File: config.mk
export PLATFORM = sky130hd
export DESIGN_NAME = game_round_ctrl
export DESIGN_NICKNAME = d
export VERILOG_FILES = /design/src/rtl/game_pkg.sv /design/src/rtl/rps_judge.sv /design/src/rtl/game_round_ctrl.sv
export SDC_FILE = /design/constraint.sdc
export NUM_CORES = 1
export LEC_CHECK = 0
export ABC_AREA = 0
export BUFFER_PORTS_ARGS = -buffer_cell sky130_fd_sc_hd__clkbuf_2
export CORE_MARGIN = 2
export CORE_UTILIZATION = 49
export CTS_BUF_LIST = sky130_fd_sc_hd__clkbuf_4 sky130_fd_sc_hd__clkbuf_8 sky130_fd_sc_hd__clkbuf_16
export CTS_CLUSTER_DIAMETER = 80
export DETAILED_ROUTE_END_ITERATION = 8
export GPL_TIMING_DRIVEN = 1
export PLACE_DENSITY = 0.8
export SYNTH_ARGS = -nofsm -noshare
export SYNTH_HDL_FRONTEND = slang
export SYNTH_SLANG_ARGS = --single-unit
File: constraint.sdc
create_clock -name clk -period 1.7 [get_ports clk]
set_input_delay 0.425 -clock clk [delete_from_list [all_inputs] [get_ports clk]]
set_output_delay 0.425 -clock clk [all_outputs]
set_load 0.01 [all_outputs]
File: src/rtl/game_pkg.sv
// game_pkg: shared encodings for the rock-paper-scissors round controller.
//   move_t    : 2-bit player move code (ROCK, PAPER, SCISSORS, ILLEGAL)
//   result_t  : 2-bit round verdict (TIE, P1_WIN, P2_WIN)
//   pw_t      : 2-bit match winner code for the finish logic (NONE, DRAW, P1, P2)
//   state_t   : round sequencer states
package game_pkg;

  typedef enum logic [1:0] {
    ROCK     = 2'b00,
    PAPER    = 2'b01,
    SCISSORS = 2'b10,
    ILLEGAL  = 2'b11
  } move_t;

  typedef enum logic [1:0] {
    TIE    = 2'b00,
    P1_WIN = 2'b10,
    P2_WIN = 2'b11
  } result_t;

  typedef enum logic [1:0] {
    NONE = 2'b00,
    DRAW = 2'b01,
    P1   = 2'b10,
    P2   = 2'b11
  } pw_t;

  typedef enum logic [2:0] {
    IDLE  = 3'd0,
    WAIT  = 3'd1,
    JUDGE = 3'd2,
    CHECK = 3'd3,
    DONE  = 3'd4
  } state_t;

endpackage

File: src/rtl/rps_judge.sv
// rps_judge: combinational verdict for one rock-paper-scissors round.
//   move_a  in  2  first player's move (game_pkg::move_t encoding)
//   move_b  in  2  second player's move
//   outcome out 2  TIE, P1_WIN (move_a wins) or P2_WIN (move_b wins)
// An illegal move forfeits the round to the opponent; two illegal moves tie.
module rps_judge
  import game_pkg::*;
(
  input  logic [1:0] move_a,
  input  logic [1:0] move_b,
  output logic [1:0] outcome
);

  always_comb begin
    // NOTE: default first, so every path assigns outcome and no latch is inferred.
    outcome = TIE;
    if (move_a == ILLEGAL && move_b == ILLEGAL) begin
      outcome = TIE;
    end else if (move_a == ILLEGAL) begin
      outcome = P2_WIN;
    end else if (move_b == ILLEGAL) begin
      outcome = P1_WIN;
    end else if (move_a == move_b) begin
      outcome = TIE;
    end else begin
      case ({move_a, move_b})
        {PAPER, ROCK}, {SCISSORS, PAPER}, {ROCK, SCISSORS}: outcome = P1_WIN;
        default:                                             outcome = P2_WIN;
      endcase
    end
  end

endmodule

File: src/rtl/game_round_ctrl.sv
// game_round_ctrl: two-player rock-paper-scissors match sequencer.
// Collects one move per player per round (valid/ready), judges the round,
// keeps round/win/lose counters from player 1's view and detects match end.
//   clk, reset          rising-edge clock, asynchronous active-high reset
//   start               begin a new match (sampled only in IDLE or DONE)
//   p1_valid/p1_move    player 1 move offer; p1_ready accepts it
//   p2_valid/p2_move    player 2 move offer; p2_ready accepts it
//   busy                high while a match is in progress (WAIT/JUDGE/CHECK)
//   round, win, lose    4-bit counters
//   result_valid        one-cycle pulse after each judged round
//   result              last verdict (00 tie, 10 p1, 11 p2), held
//   fin, printwinner    match finished flag and winner code (00/10/11/01)
// Optional build macro TIE_REPLAY_EN: tied rounds are replayed and not counted,
// and the match-end check is skipped after a tie.
module game_round_ctrl #(
  parameter int WIN_TARGET = 3,
  parameter int MAX_ROUNDS = 5
) (
  input  logic       clk,
  input  logic       reset,
  input  logic       start,
  input  logic       p1_valid,
  input  logic [1:0] p1_move,
  output logic       p1_ready,
  input  logic       p2_valid,
  input  logic [1:0] p2_move,
  output logic       p2_ready,
  output logic       busy,
  output logic [3:0] round,
  output logic [3:0] win,
  output logic [3:0] lose,
  output logic       result_valid,
  output logic [1:0] result,
  output logic       fin,
  output logic [1:0] printwinner
);

  import game_pkg::*;

  localparam logic [3:0] WIN_T = 4'(WIN_TARGET);
  localparam logic [3:0] MAX_R = 4'(MAX_ROUNDS);

  state_t     state;
  logic [1:0] p1_lat;
  logic [1:0] p2_lat;
  logic       p1_got;
  logic       p2_got;
  logic [1:0] verdict;

  rps_judge u_judge (
    .move_a  (p1_lat),
    .move_b  (p2_lat),
    .outcome (verdict)
  );

  // NOTE: every register, including the latched moves, is reset so a reset
  // mid-round leaves nothing behind for the next match.
  always_ff @(posedge clk or posedge reset) begin
    if (reset) begin
      state        <= IDLE;
      p1_lat       <= ROCK;
      p2_lat       <= ROCK;
      p1_got       <= 1'b0;
      p2_got       <= 1'b0;
      p1_ready     <= 1'b0;
      p2_ready     <= 1'b0;
      busy         <= 1'b0;
      round        <= 4'd0;
      win          <= 4'd0;
      lose         <= 4'd0;
      result_valid <= 1'b0;
      result       <= TIE;
      fin          <= 1'b0;
      printwinner  <= NONE;
    end else begin
      // NOTE: non-blocking assignments throughout, so every branch below reads
      // the pre-edge register values regardless of statement order.
      result_valid <= 1'b0;
      unique case (state)
        IDLE, DONE: begin
          if (start) begin
            round       <= 4'd0;
            win         <= 4'd0;
            lose        <= 4'd0;
            result      <= TIE;
            printwinner <= NONE;
            fin         <= 1'b0;
            busy        <= 1'b1;
            p1_ready    <= 1'b1;
            p2_ready    <= 1'b1;
            state       <= WAIT;
          end
        end

        WAIT: begin
          if (p1_valid && p1_ready) begin
            p1_lat   <= p1_move;
            p1_got   <= 1'b1;
            p1_ready <= 1'b0;
          end
          if (p2_valid && p2_ready) begin
            p2_lat   <= p2_move;
            p2_got   <= 1'b1;
            p2_ready <= 1'b0;
          end
          // Transition on the edge after the second latch: the judge then sees
          // stable registered moves for a whole cycle.
          if (p1_got && p2_got) begin
            state <= JUDGE;
          end
        end

        JUDGE: begin
          result       <= verdict;
          result_valid <= 1'b1;
          p1_got       <= 1'b0;
          p2_got       <= 1'b0;
          p1_lat       <= ROCK;
          p2_lat       <= ROCK;
          if (verdict == P1_WIN) win  <= win + 4'd1;
          if (verdict == P2_WIN) lose <= lose + 4'd1;
`ifdef TIE_REPLAY_EN
          if (verdict == TIE) begin
            p1_ready <= 1'b1;
            p2_ready <= 1'b1;
            state    <= WAIT;
          end else begin
            round <= round + 4'd1;
            state <= CHECK;
          end
`else
          round <= round + 4'd1;
          state <= CHECK;
`endif
        end

        CHECK: begin
          if (win == WIN_T || lose == WIN_T || round == MAX_R) begin
            state <= DONE;
            fin   <= 1'b1;
            busy  <= 1'b0;
            if (win == WIN_T)       printwinner <= P1;
            else if (lose == WIN_T) printwinner <= P2;
            else if (win > lose)    printwinner <= P1;
            else if (lose > win)    printwinner <= P2;
            else                    printwinner <= DRAW;
          end else begin
            p1_ready <= 1'b1;
            p2_ready <= 1'b1;
            state    <= WAIT;
          end
        end

        default: state <= IDLE;
      endcase
    end
  end

endmodule

==> impl_metrics.py <==
metrics = {
    "routing": {
        "wl_per_cell_um": 13.97,
        "drt_wl_total_um": 3701,
        "first_iter_violations": 49,
        "viasPerCell": 5.208,
        "drc_errors": 0,
        "dr.pass1.iters": 4,
        "ant_nets": 0,
        "vias": 1380,
    },
    "run_status": {
        "status": "complete, no violations",
    },
    "floorplanning": {
        "fp.coreArea_um2": 3103,
        "start_util": 0.5234,
        "pin_count": 30,
        "die_x_um": 61.57,
        "rows": 20,
        "die_h_um": 61.57,
        "die-area_um2": 3791,
    },
    "place": {
        "placed_cells": 258,
        "dp_hpwl_um": 2851,
        "port_buffers": 29,
        "place_ws_ns": -0.04867,
        "gp_congestion": 0.8057,
    },
    "clocking": {
        "cts_setup_buffers": 0,
        "cts_buffers": 5,
        "clockRootBuffer": "clkbuf_4",
        "clkSlewWorstSetupHoldPaths_ns": 0.09,
        "cts_max_path_buffers": 2,
        "tritoncts": "yes",
        "htreeDepth": 2,
        "clk_latency_ns": 0.32,
        "cts_sinks": 30,
    },
    "worst_setup_path": {
        "crit_type": "reg -> reg",
        "cp-start-kind": "flip-flop",
        "cp_data_required_time_ns": 1.96,
        "end_kind": "flip-flop",
        "crit_family": "simple AND/OR/NAND/NOR gates",
        "critical_path.max_stage_delay_ns": 0.57,
        "slowest_stage": "or4b_4",
        "path_max_fanout": 4,
        "worst-path-buf-inv": 0,
        "crit_chain": "or4b_4 > o2111ai_4 > nand2_4 > or3_4 > a21oi_2",
        "cp_data_arrival_time_ns": 1.92,
    },
    "logic_synthesis": {
        "synth_edf_count": 0,
        "synth_cell_type_count": 42,
        "netlist.top_cell.by_area": "dfrtp_1",
        "synth_most_common_cell": "dfrtp_1",
        "async_flop_share": 1.000,
        "synthesis.area_um2": 1624,
        "syn_nets": 182,
        "yosys_warnings": 0,
        "ys_ff_latch": 30,
        "ys_top_cells_by_count": "dfrtp_1 (30), nand2_1 (20), inv_1 (15)",
        "yosys-top-cells-area": "dfrtp_1 (46%), ha_1 (6.2%), nand2_1 (4.6%)",
        "ys_seq_area_frac": 0.4622,
        "synthCells": 165,
        "yosysTopAreaCellShare": 0.4622,
        "syn_avg_cell_area_um2": 9.843,
        "synth_ff_type": "dfrtp_1",
    },
    "timing": {
        "worst_slack_ns": 0.03326,
        "period_needed_ns": 1.667,
        "slew-limit-headroom": 0.7492,
        "final_max_slew_viol_count": 0,
        "setup_violations": 0,
        "rsz0062_at_grt": "true",
        "hold_viol": 0,
        "hold_slack_ns": 0.1349,
        "worst_clock_skew_ns": 0.006115,
        "fin_crit_sh": 0.9804,
        "max_freq_ghz": 0.6000,
        "worst-slew-pin-transition_ns": 0.3763,
    },
    "power": {
        "p_per_area_nw_per_um2": 1513,
        "p_leak_nw": 1.066,
        "finalPower_mw": 3.194,
        "ir_drop_v": 0.0009177,
    },
    "worst_hold_path": {
        "hp-class": "in -> async",
    },
    "global_routing": {
        "overflow": 0,
        "grt_pass1_vias": 1344,
        "grt_max_degree": 31,
        "antenna_found_initial": 0,
        "grt_pass1_wl_um": 6099,
        "grt_use_total": 0.2211,
    },
    "layout": {
        "syn_to_final_growth_pct": 29.97,
        "antenna_cells": 0,
        "drive_above_1_share": 0.3801,
        "stdcell_count": 265,
        "finish.utilization": 0.6802,
        "nets": 238,
    },
    "job": {
        "cap_violations": 0,
    },
}
-- registers in the layout (all words and copies together), names as in the netlist --
name          count
busy              1
fin               1
lose              4
p1_got            1
p1_lat            2
p1_ready          1
p2_got            1
p2_lat            2
p2_ready          1
printwinner       2
result            2
result_valid      1
round             4
state             3
win               4
-- power breakdown --
group / total, mW / leakage (nW) / internal (mW) / switching [mW]
registers: 1.11 / 0.386 / 0.937 / 0.170
clock network: 0.420 / 0.0322 / 0.188 / 0.232
logic: 1.67 / 0.648 / 0.771 / 0.897
total: 3.19 / 1.07 / 1.90 / 1.30
-- metrics by stage --
step | area (µm²) | setup TNS, ns
floorplan | 1640 | -0.007371
global placement | 1988 | 0
detailed placement | 1988 | -0.09223
CTS | 2061 | 0
global route | 2111 | -0.08367
finish | 2111 | 0
-- what timing repair did --
action	CTS	global route
pin swaps	2	5
setup endpoints to repair	4	8
gates resized for setup	5	12
hold buffers	0	0
-- final timing paths --
kind | from | to | slack [ns] | depth (start not counted)
worst max-delay path | p1_lat[1]$_DFFE_PP0P_ | win[3]$_DFFE_PP0P_ | 0.03 | 5
worst min-delay path | reset | busy$_DFFE_PP0P_ | 0.13 | 3
worst max register to register | p1_lat[1]$_DFFE_PP0P_ | win[3]$_DFFE_PP0P_ | 0.03 | 5
worst min register to register | result[0]$_DFFE_PP0P_ | result[0]$_DFFE_PP0P_ | 0.49 | 1
max in group asynchronous | reset | p1_lat[0]$_DFFE_PP0P_ | 1.27 | 3
min in group clk | p2_move[1] | p2_lat[1]$_DFFE_PP0P_ | 0.33 | 3
-- worst min-delay path: cells and delay by family --
kind | cells | cell delay [ns]
buffers and inverters | 3 | 0.46
-- area by class of cell --
type | count | area [µm²]
clock buffers | 7 | 52.55
multi-input cells | 115 | 858.3
fillers | 266 | 992.2
well taps | 44 | 55.05
flip-flops and latches | 30 | 753.2
repair buffers | 53 | 329.1
inverters | 16 | 62.56
-- layer usage --
metal | track usage | vias up | share of wire
met5 | 0 | - | 0
li1 | - | 691 | -
met1 | 0.2657 | 648 | 0.45
met2 | 0.3895 | 33 | 0.50
met4 | 0.08207 | 0 | 0.017
met3 | 0.04412 | 8 | 0.032
-- cells by family (layout without fill, tap and decap cells) --
logic type / count (synthesis) / in the layout / share of synthesized area
and+or+nand+nor: 60 / 60 / 0.1911
AOI/OAI and AO/OA: 35 / 35 / 0.1564
DFF: 30 / 30 / 0.4622
buffers and inverters: 20 / 76 / 0.05701
adders and majority gates: 8 / 8 / 0.06164
muxes: 8 / 8 / 0.05008
xor gates and xnor gates: 4 / 4 / 0.02158
-- cell usage in the layout (no fill, tap or decap), types with 7 or more instances in the layout --
master,count
buf_4,23
clkbuf_2,29
clkbuf_4,7
dfrtp_1,28
inv_1,14
mux2i_1,7
nand2_1,20
nand3_1,9
nor2_1,10
o21ai_0,13
No activity file was read; power rests on OpenSTA's default activity.
